==> config.mk <==
export PLATFORM = sky130hd
export DESIGN_NAME = interrupt_sequencer_flat
export DESIGN_NICKNAME = d
export VERILOG_FILES = /design/src/rtl/interrupt_sequencer_if.sv /design/src/rtl/interrupt_sequencer.sv /design/src/flat_wrapper.sv
export SDC_FILE = /design/constraint.sdc
export NUM_CORES = 1
export LEC_CHECK = 0
export ABC_AREA = 1
export CORE_MARGIN = 2
export CORE_UTILIZATION = 40
export CTS_CLUSTER_SIZE = 40
export DETAILED_ROUTE_END_ITERATION = 12
export GPL_TIMING_DRIVEN = 0
export PLACE_DENSITY = 0.8
export SLEW_MARGIN = 20
export SYNTH_ARGS = -nofsm -noshare
export SYNTH_HDL_FRONTEND = slang
export SYNTH_SLANG_ARGS = --single-unit
export TNS_END_PERCENT = 1
==> constraint.sdc <==
create_clock -name clk -period 1.3 [get_ports clk]
set_input_delay 0.13 -clock clk [delete_from_list [all_inputs] [get_ports clk]]
set_output_delay 0.13 -clock clk [all_outputs]
set_load 0.03 [all_outputs]
==> src/rtl/interrupt_sequencer_if.sv <==
// Signal bundle between the interrupt sequencer (master) and the control FSM / pins (slave).
// Handshake: int_req is held with int_type/vec_addr/b_flag stable until a one-cycle
// int_ack; the fields then stay frozen until a one-cycle vec_done releases them.
interface interrupt_sequencer_if;
    logic        irq_n;
    logic        nmi_n;
    logic        P_I;
    logic        brk_req;
    logic        instr_boundary;
    logic        int_ack;
    logic        vec_done;
    logic        int_req;
    logic [1:0]  int_type;
    logic [15:0] vec_addr;
    logic        b_flag;
    logic        busy;

    modport master (
        input  irq_n, nmi_n, P_I, brk_req, instr_boundary, int_ack, vec_done,
        output int_req, int_type, vec_addr, b_flag, busy
    );

    modport slave (
        output irq_n, nmi_n, P_I, brk_req, instr_boundary, int_ack, vec_done,
        input  int_req, int_type, vec_addr, b_flag, busy
    );
endinterface

==> src/rtl/interrupt_sequencer.sv <==
// Conditions IRQ/NMI pins, tracks reset and BRK, and presents one prioritised
// interrupt request with its vector to the control FSM at instruction boundaries.
module interrupt_sequencer #(
    parameter int unsigned SYNC_STAGES = 2,
    parameter logic [15:0] NMI_VEC     = 16'hFFFA,
    parameter logic [15:0] RST_VEC     = 16'hFFFC,
    parameter logic [15:0] IRQ_VEC     = 16'hFFFE
) (
    input  logic                  clk,
    input  logic                  rst,
    interrupt_sequencer_if.master bus,
    output logic [1:0]            dbg_state_o
);

    typedef enum logic [1:0] {
        S_IDLE    = 2'd0,
        S_REQ     = 2'd1,
        S_SERVICE = 2'd2
    } state_e;

    localparam logic [1:0] TYPE_NONE  = 2'b00;
    localparam logic [1:0] TYPE_IRQ   = 2'b01;
    localparam logic [1:0] TYPE_NMI   = 2'b10;
    localparam logic [1:0] TYPE_RESET = 2'b11;

    state_e state_q, state_d;

    logic [SYNC_STAGES-1:0] irq_sync_q;
    logic [SYNC_STAGES-1:0] nmi_sync_q;
    logic                   nmi_dly_q;
    logic                   irq_s;
    logic                   nmi_s;
    logic                   nmi_edge;
    logic                   irq_live;

    logic rst_pend_q, rst_pend_d;
    logic nmi_pend_q, nmi_pend_d;
    logic brk_pend_q, brk_pend_d;

    logic [1:0]  type_q, type_d;
    logic [15:0] vec_q, vec_d;
    logic        b_q, b_d;

    logic [1:0]  sel_type;
    logic [15:0] sel_vec;
    logic        sel_b;
    logic        any_src;
    logic        take_src;
    logic        capture;
    logic        ack_take;
    logic        done_take;

    // Pin synchronisers idle high so reset release never fakes an NMI edge.
    always_ff @(posedge clk or posedge rst) begin
        if (rst) begin
            irq_sync_q <= '1;
            nmi_sync_q <= '1;
            nmi_dly_q  <= 1'b1;
        end else begin
            irq_sync_q <= {irq_sync_q[SYNC_STAGES-2:0], bus.irq_n};
            nmi_sync_q <= {nmi_sync_q[SYNC_STAGES-2:0], bus.nmi_n};
            nmi_dly_q  <= nmi_s;
        end
    end

    assign irq_s    = irq_sync_q[SYNC_STAGES-1];
    assign nmi_s    = nmi_sync_q[SYNC_STAGES-1];
    assign nmi_edge = nmi_dly_q & ~nmi_s;
    assign irq_live = ~irq_s & ~bus.P_I;

    assign any_src   = rst_pend_q | nmi_pend_q | brk_pend_q | bus.brk_req | irq_live;
    assign take_src  = (bus.instr_boundary | bus.brk_req) & any_src;
    assign capture   = (state_q == S_IDLE) & take_src;
    assign ack_take  = (state_q == S_REQ) & bus.int_ack;
    assign done_take = (state_q == S_SERVICE) & bus.vec_done;

    // Priority RESET > NMI > BRK > IRQ; BRK shares the IRQ vector and differs only in B.
    always_comb begin
        sel_type = TYPE_IRQ;
        sel_vec  = IRQ_VEC;
        sel_b    = 1'b0;
        if (rst_pend_q) begin
            sel_type = TYPE_RESET;
            sel_vec  = RST_VEC;
        end else if (nmi_pend_q) begin
            sel_type = TYPE_NMI;
            sel_vec  = NMI_VEC;
        end else if (brk_pend_q | bus.brk_req) begin
            sel_b = 1'b1;
        end
    end

    always_ff @(posedge clk or posedge rst) begin
        if (rst) begin
            state_q <= S_IDLE;
        end else begin
            state_q <= state_d;
        end
    end

    always_comb begin
        state_d = state_q;
        case (state_q)
            S_IDLE:    if (take_src)     state_d = S_REQ;
            S_REQ:     if (bus.int_ack)  state_d = S_SERVICE;
            S_SERVICE: if (bus.vec_done) state_d = S_IDLE;
            default:                     state_d = S_IDLE;
        endcase
    end

    always_comb begin
        bus.int_req = 1'b0;
        bus.busy    = 1'b0;
        case (state_q)
            S_REQ: begin
                bus.int_req = 1'b1;
                bus.busy    = 1'b1;
            end
            S_SERVICE: bus.busy = 1'b1;
            default: ;
        endcase
    end

    // A new source event in the same cycle as the acknowledge keeps its pend set.
    always_comb begin
        rst_pend_d = rst_pend_q & ~(ack_take & (type_q == TYPE_RESET));
        nmi_pend_d = nmi_edge | (nmi_pend_q & ~(ack_take & (type_q == TYPE_NMI)));
        brk_pend_d = bus.brk_req | (brk_pend_q & ~(ack_take & (type_q == TYPE_IRQ) & b_q));
    end

    always_comb begin
        type_d = type_q;
        vec_d  = vec_q;
        b_d    = b_q;
        if (capture) begin
            type_d = sel_type;
            vec_d  = sel_vec;
            b_d    = sel_b;
        end else if (done_take) begin
            type_d = TYPE_NONE;
            vec_d  = 16'h0000;
            b_d    = 1'b0;
        end
    end

    always_ff @(posedge clk or posedge rst) begin
        if (rst) begin
            rst_pend_q <= 1'b1;
            nmi_pend_q <= 1'b0;
            brk_pend_q <= 1'b0;
            type_q     <= TYPE_NONE;
            vec_q      <= 16'h0000;
            b_q        <= 1'b0;
        end else begin
            rst_pend_q <= rst_pend_d;
            nmi_pend_q <= nmi_pend_d;
            brk_pend_q <= brk_pend_d;
            type_q     <= type_d;
            vec_q      <= vec_d;
            b_q        <= b_d;
        end
    end

    assign bus.int_type = type_q;
    assign bus.vec_addr = vec_q;
    assign bus.b_flag   = b_q;
    assign dbg_state_o  = state_q;

endmodule

==> src/flat_wrapper.sv <==
// flat-port wrapper written by rule: the top's interface ports become plain ports
module interrupt_sequencer_flat 
#(
    parameter int unsigned SYNC_STAGES = 2,
    parameter logic [15:0] NMI_VEC     = 16'hFFFA,
    parameter logic [15:0] RST_VEC     = 16'hFFFC,
    parameter logic [15:0] IRQ_VEC     = 16'hFFFE
)
  (clk, rst, dbg_state_o, bus_irq_n, bus_nmi_n, bus_P_I, bus_brk_req, bus_instr_boundary, bus_int_ack, bus_vec_done, bus_int_req, bus_int_type, bus_vec_addr, bus_b_flag, bus_busy);
  interrupt_sequencer_if bus_i ();
  input  logic clk;
  input  logic rst;
  output logic [1:0] dbg_state_o;
  input wire logic [$bits(bus_i.irq_n)-1:0] bus_irq_n;
  input wire logic [$bits(bus_i.nmi_n)-1:0] bus_nmi_n;
  input wire logic [$bits(bus_i.P_I)-1:0] bus_P_I;
  input wire logic [$bits(bus_i.brk_req)-1:0] bus_brk_req;
  input wire logic [$bits(bus_i.instr_boundary)-1:0] bus_instr_boundary;
  input wire logic [$bits(bus_i.int_ack)-1:0] bus_int_ack;
  input wire logic [$bits(bus_i.vec_done)-1:0] bus_vec_done;
  output wire logic [$bits(bus_i.int_req)-1:0] bus_int_req;
  output wire logic [$bits(bus_i.int_type)-1:0] bus_int_type;
  output wire logic [$bits(bus_i.vec_addr)-1:0] bus_vec_addr;
  output wire logic [$bits(bus_i.b_flag)-1:0] bus_b_flag;
  output wire logic [$bits(bus_i.busy)-1:0] bus_busy;
  assign bus_i.irq_n = bus_irq_n;
  assign bus_i.nmi_n = bus_nmi_n;
  assign bus_i.P_I = bus_P_I;
  assign bus_i.brk_req = bus_brk_req;
  assign bus_i.instr_boundary = bus_instr_boundary;
  assign bus_i.int_ack = bus_int_ack;
  assign bus_i.vec_done = bus_vec_done;
  assign bus_int_req = bus_i.int_req;
  assign bus_int_type = bus_i.int_type;
  assign bus_vec_addr = bus_i.vec_addr;
  assign bus_b_flag = bus_i.b_flag;
  assign bus_busy = bus_i.busy;
  interrupt_sequencer #(.SYNC_STAGES(SYNC_STAGES), .NMI_VEC(NMI_VEC), .RST_VEC(RST_VEC), .IRQ_VEC(IRQ_VEC)) u_core (.clk(clk), .rst(rst), .bus(bus_i), .dbg_state_o(dbg_state_o));
endmodule
==> summary.md, run 1 <==
In the finished design, the share of the clock period the worst path needs comes to 100%. Of the total power, the share spent switching nets is 48.0%. The fraction of layout instances using a drive strength above 1 is 47.9%, and the total global routing overflow is 0.

The tools report the clock tree buffer depth as 2. The total routing usage reported by global routing was 13.9%; the number of H-tree levels was 1. The clock insertion delay at the later pin of the skew report was 0.29 ns. The flow ran to the end, but the final reports show violations. The logs give 8.1% for the share of power burned in the clock network and 0 for the max capacitance violation total. The count of yosys warnings during synthesis was 0; the post-detailed-placement cell area was 1150 sq um. Setup repair after global routing could not meet its margin everywhere. The worst max-slew margin expressed relative to the limit was 62.0%.

The max-slew violation count was 0. The run gives 18 as the number of distinct library cells after synthesis. The most critical setup path has its startpoint at u_core.dbg_state_o[0]. STA classifies the critical path startpoint as a flop.

Antenna diode instance count: 0. The peak fanout along the critical path is 5, and the wire length of the first global-routing pass is 2480 um. Dividing the detail-routed wire length by the instance count gives 10.9 um. The first detailed-routing pass took 4 iterations.

Routability-driven placement finished with a final weighted congestion of 0.724. The worst setup path is captured at a primary output. Data on the critical path arrives at its endpoint at 1.18 ns. Total routed wirelength: 1590 um. With fillers left out, the area of the finished cells amounts to 1180 sq um. The worst setup path is of the flop to primary output kind. The floorplan has 16 rows.

Once the floorplan was initialized, standard cells occupied 41.5% of the core. The run gives 0 as the final number of hold-violating endpoints. The number of nets in the layout came out at 134. The dominant delay contributor by cell family on the critical path is flip-flops. Sequential cells were found to cover 48.0% of the synthesized design area. Entering global routing, the biggest net connects 16 pins.

The number of vias per cell is 4.31, and the number of DRC violations after detailed-routing iteration 0 is 9. In this run the mean area of a mapped cell was 9.62 sq um. The number of setup violations in the final report is 1, and the buffers plus inverters on the worst setup path is 2. The die is 48.7 um tall. Worst endpoint required time: 1.17 ns. The overall die width was 48.7 um. The worst register-to-register path begins at u_core.dbg_state_o[1]. CTS sink count: 15. The master of the slowest instance on the critical path is dfrtp_2. Per report_power, the combinational group accounts for 66.6% of the total. The final reports fail on setup timing. Counting stages on the worst path, the most repeated cell is buf_6. The run gives 0 as the remaining number of nets flagged by the antenna check after routing. The netlist area before placement was 798 sq um. Internal power comes to 1.71 mW. For this design the ratio of total power to cell area is 2790 nW/um^2. The via count of the first global-routing pass is 591. The root buffer cell chosen for the clock tree is clkbuf_4. Standard cell core area: 1920 sq um. After clock tree synthesis, the clock-pin slew on the worst setup and hold paths is 0.09 ns.

The upper clock frequency limit came out at 766 MHz. In this run the count of I/O pins placed on the die edge is 32. After legalization and detailed placement, the total HPWL measured 1170 um. The area growth from synthesis to final layout came out at 47.6%. The die covers 2370 sq um. The smallest clock period supported by the final layout is computed as 1.31 ns. After synthesis the netlist holds a flip-flop and latch count of 15.

Across the routed clock network, the largest skew measured is 0.0100 ns. TritonCTS built the clock tree. For the post-route worst setup slack, the log shows -0.00552 ns. The overall via count from detail_route is 629, and the final routed DRC violation total is 0.

The slew at the pin closest to its max-slew limit is 0.570 ns, and the share of total power in sequential cells is 25.2%. The count of input and output buffers is 30, and the switching power total is 1.58 mW. The tools report the maximum vdd ir drop as 1650 uV.

The signal on the critical path passes through buf_6 > ha_4 > buf_6. Hold timing on the final database bottoms out at a slack of 0.186 ns. The leakage power came out at 0.568 nW.

The tools report the number of nets produced by synthesis as 97. Buffers inserted during clock tree synthesis total 3. The initial antenna violation count was 0.

The path class of the tightest hold or removal check is primary input to asynchronous set/reset pin. The delay contributed by the slowest stage of the critical path works out to 0.46 ns. The tools report the gate count of the mapped netlist as 83.
==> cells in the mapped netlist (all sizes together) <==
master	n	share of area, %
conb	1	0.47
inv	12	5.6
buf	14	13
o22ai	1	0.78
nand3	8	7.2
o21ai	7	4.4
nor2	4	2.5
or2	1	1.1
dfrtp	9	28
ha	5	7.8
a31oi	1	0.78
dfstp	6	20
a41oi	1	1.1
nand2	13	7.1
==> registers in the layout (all words and copies together), names as in the netlist <==
register and count:
u_core.nmi_sync_q 2, u_core.bus.vec_addr 3, u_core.nmi_dly_q 1, u_core.dbg_state_o 2
u_core.rst_pend_q 1, u_core.bus.b_flag 1, u_core.nmi_pend_q 1, u_core.bus.int_type 1
u_core.brk_pend_q 1, u_core.irq_sync_q 2
==> layout by cell type, fill, tap and decap left out, types with 3 or more instances in the layout <==
master / instances
dfrtp_2: 3
dlygate4sd2_1: 5
nand2_1: 10
buf_4: 28
nand2_2: 3
nand3_1: 6
dfstp_2: 6
o21ai_0: 5
dfrtp_1: 6
buf_6: 3
clkbuf_4: 3
clkdlybuf4s50_1: 8
inv_1: 10
==> cell families (layout without fill, tap and decap cells) <==
logic type	Yosys count	after routing	synth area share [%]
compound gates	10	10	7.05
buf+inv	26	62	18.8
flops	15	15	48.0
simple gates	26	26	17.9
other cells	1	1	0.470
fa+ha+maj	5	5	7.84
==> worst register-to-register path, cell delays in order (launching register included) <==
cell	delay, ns
dfrtp_2	0.45
buf_4	0.15
ha_2	0.16
inv_1	0.06
o22ai_1	0.07
inv_1	0.11
nand2_2	0.06
nand2_1	0.06
nand2_1	0.06
==> through the flow <==
step	utilization, %	std cells	setup TNS, ns	total power [mW]	setup slack [ns]
after floorplan	-	83	0	2.24	0.0106
after global placement	59.7	140	-2.74	2.96	-0.259
after detailed placement	59.7	140	-3.34	3.02	-0.259
after CTS	58.9	144	-0.223	3.14	-0.223
after global routing	61.3	146	-0.193	3.48	-0.0586
final	61.3	146	-0.00552	3.29	-0.00552
==> layer usage <==
| metal | vias to the layer above | track usage (%) | share of wire, % |
|---|---|---|---|
| li1 | 319 | - | - |
| met3 | 4 | 3.40 | 7.9 |
| met1 | 277 | 14.5 | 39 |
| met4 | 0 | 8.57 | 2.2 |
| met2 | 29 | 24.9 | 50 |
| met5 | - | 0 | 0 |
==> power groups by stage <==
stage	Combinational, mW	Clock [mW]	Sequential [mW]
6_report	2.19	0.267	0.829
5_1_grt	2.33	0.301	0.857
4_1_cts	2.03	0.283	0.827
3_5_place_dp	2.19	0	0.836
3_3_place_gp	2.15	0	0.818
2_1_floorplan	1.24	0	0.999
==> worst paths after layout <==
| kind | to | slack [ns] | cells past startpoint |
|---|---|---|---|
| setup / recovery | bus_int_req | -0.006 | 3 |
| hold / removal | u_core.bus.int_type[1] | 0.19 | 2 |
| setup reg to reg | u_core.dbg_state_o[0] | 0.01 | 8 |
| hold reg to reg | u_core.nmi_sync_q[1] | 0.36 | 0 |
| max in group asynchronous | u_core.bus.vec_addr[14] | 0.71 | 2 |
| min in group clk | u_core.irq_sync_q[0] | 0.24 | 1 |
==> layout make-up <==
class / instances / area (sq um)
multi-input cells: 42 / 293
inverters: 12 / 50.0
clock buffers: 4 / 26.3
well taps: 27 / 33.8
fillers: 171 / 743
flip-flops and latches: 15 / 387
plain buffers: 14 / 105
repair buffers: 32 / 284
==> repair_timing <==
item                                    4_1_cts  5_1_grt
hold buffers                                  0        0
setup buffers                                 0        2
endpoints found under the setup margin       22       11
pin swaps                                     0        3
gates resized for setup                      44       17
No activity file was read; power rests on OpenSTA's default activity.
==> run 2: changes to the inputs <==
- SKIP_CTS_REPAIR_TIMING: not set -> 1
==> run 2 against run 1 <==
The flow still finishes with violations (setup timing). Power shrank 4.0%. Via count down 2.5%. Core utilization shrank 1.2 points. Clock-buffer cell count did not move. Worst setup slack got worse by 0.068 ns. Critical path depth unchanged. Non-clock buffer count shrank 2. Sequential share of layout area is 0.68 points higher. Register-to-register slack gained 0.08 ns. Final cell count down 1.4%.
==> summary.md, run 2 (synthesized netlist as in run 1, its figures left out) <==
The tools report the overall via count from detail_route as 613 (was 629). The maximum number of pins on one net before global-route repair was 16 (unchanged). CTS root buffer: clkbuf_4 (unchanged). The run gives 1.17 ns (about the same) as the worst endpoint required time.

The logs give 32 (unchanged) for the total I/O pin count and 15 (unchanged) for the CTS sink count. Violations in the final reports: setup timing (unchanged). The number of cells traversed by the worst register-to-register path was 7 (was 8); the placer's final routability congestion estimate was 0.724 (unchanged).

The number of vias per cell is 4.26 (was 4.31). The tools report the hold slack as 0.184 ns (was 0.186 ns). The tools report the initial antenna violation count as 0 (unchanged). TritonCTS built the clock tree. The number of H-tree levels was 1 (unchanged).

Commonest non-fill, non-tap cells in the layout: buf_4 (28), inv_1 (10), nand2_1 (10), clkdlybuf4s50_1 (8), dlymetal6s2s_1 (7) (was buf_4 (28), inv_1 (10), nand2_1 (10), clkdlybuf4s50_1 (8)). The final routed DRC violation total is 0 (unchanged). The areal power density over the cells came out at 2730 nW/um^2 (was 2790 nW/um^2).

The run gives 4 (unchanged) as the number of detailed-routing iterations run before antenna repair. The area growth from synthesis to final layout was 44.7% (was 47.6%); the max-slew violation count was 0 (unchanged). The post-layout instance count excluding filler cells was 144 (was 146). The total power draw was 3.16 mW (was 3.29 mW). Most frequent standard cell in the layout excluding fill and tap cells: buf_4 (unchanged). The standard cell core area is 1920 sq um (unchanged), and the register-to-register setup slack is 0.09 ns (was 0.01 ns). The logs give 1330 uV (was 1650 uV) for the maximum vdd ir drop and 3 (unchanged) for the clock buffer count from CTS.

The number of setup violations in the final report is 1 (unchanged). The minimum clock period came out at 1.37 ns (was 1.31 ns). The final critical-path share of the clock period was 106% (was 100%). Setup repair after global routing could not meet its margin everywhere. The tools report the remaining number of nets flagged by the antenna check after routing as 0 (unchanged). The number of DRC violations after detailed-routing iteration 0 was 11 (was 9); the clock insertion delay at the later pin of the skew report was 0.29 ns (about the same).

The chip height is 48.7 um (unchanged), and the count of input and output buffers is 30 (unchanged). The sort of element at the end of the critical path is a primary output (unchanged). Instance count after placement with tap cells included: 140 (unchanged). The fraction of layout instances using a drive strength above 1 was 44.4% (was 47.9%); the largest clock skew in the final design was 0.00930 ns (was 0.0100 ns). The logs give 588 (was 591) for the via count of the first global-routing pass and -0.0739 ns (was -0.00552 ns) for the post-route worst setup slack. The flow ran to the end, but the final reports show violations. The initial standard-cell utilization of the core was 41.5% (unchanged). The logs give 132 (was 134) for the number of nets in the layout and 16 (unchanged) for the standard-cell row count.

The post-detailed-placement cell area is 1150 sq um (unchanged). The signal arrival time at the worst endpoint is 1.24 ns (was 1.18 ns), and the HPWL after detailed placement is 1170 um (unchanged). The overall die width works out to 48.7 um (unchanged).

The peak fanout along the critical path works out to 5 (unchanged). The startpoint-to-endpoint class of the critical path was flop to primary output (unchanged). Routed wirelength normalized by instance count: 10.7 um (was 10.9 um). The final number of hold-violating endpoints was 0 (unchanged); the slew at the pin closest to its max-slew limit was 0.563 ns (was 0.570 ns). The clock tree buffer depth was 2 (unchanged); the clock-pin slew on the worst setup and hold paths was 0.09 ns (about the same).

The leakage power came out at 0.616 nW (was 0.568 nW). The upper clock frequency limit was 728 MHz (was 766 MHz); the wire length of the first global-routing pass was 2460 um (was 2480 um). The logs give 0 (unchanged) for the max capacitance violation total and 13.8% (was 13.9%) for the total routing usage reported by global routing. The run gives 0 (unchanged) as the total global routing overflow. Type of origin of the critical path: a flop (unchanged). The class of the worst hold path was primary input to asynchronous set/reset pin (unchanged).

The post-layout instance area is 1150 sq um (was 1180 sq um), and the antenna diode instance count is 0 (unchanged). The worst max-slew margin expressed relative to the limit is 62.4% (was 62.0%), and the number of flip-flops under the largest register name is 3 (unchanged). The logs give 1540 um (was 1590 um) for the total routed wirelength and 2370 sq um (unchanged) for the die outline area.
run 2: cell type report:
class	instances	area, sq um
well taps	27	33.8
inverters	12	47.5
clock buffers	4	26.3
plain buffers	14	105
multi-input cells	42	278
repair buffers	30	278
fillers	178	767
flip-flops and latches	15	387
run 2: where the power goes:
| group | internal [mW] | leakage (nW) | switching, mW | total [mW] |
|---|---|---|---|---|
| Sequential | 0.634 | 0.163 | 0.195 | 0.830 |
| Combinational | 0.875 | 0.438 | 1.19 | 2.06 |
| Clock | 0.119 | 0.0150 | 0.147 | 0.266 |
| Total | 1.63 | 0.616 | 1.53 | 3.16 |
run 2: final timing paths:
path / startpoint / end
min reg2reg: u_core.nmi_sync_q[0] / u_core.nmi_sync_q[1]
min: rst / u_core.bus.int_type[1]
max reg2reg: u_core.dbg_state_o[0] / u_core.dbg_state_o[0]
max: u_core.dbg_state_o[0] / bus_busy
max in group asynchronous: rst / u_core.bus.vec_addr[14]
min in group clk: bus_irq_n / u_core.irq_sync_q[0]
run 2: critical path, cell delays in order (launching register included):
cell and delay, ns:
dfrtp_2 0.43, inv_2 0.07, ha_1 0.28, buf_2 0.17
run 2: routing by layer:
metal,up-vias,wire length (um),track usage [%]
met1,263,600,14.5
li1,317,-,-
met2,29,776,24.7
met4,0,35,8.57
met5,-,0,0
met3,4,126,3.09
run 2: through the flow:
stage | TNS (ns) | worst slack [ns] | utilization (%)
2_1_floorplan | 0 | 0.0106 | -
3_3_place_gp | -2.74 | -0.259 | 59.7
3_5_place_dp | -3.34 | -0.259 | 59.7
4_1_cts | -10.00 | -0.596 | 61.1
5_1_grt | -0.144 | -0.136 | 60.1
6_report | -0.0739 | -0.0739 | 60.1
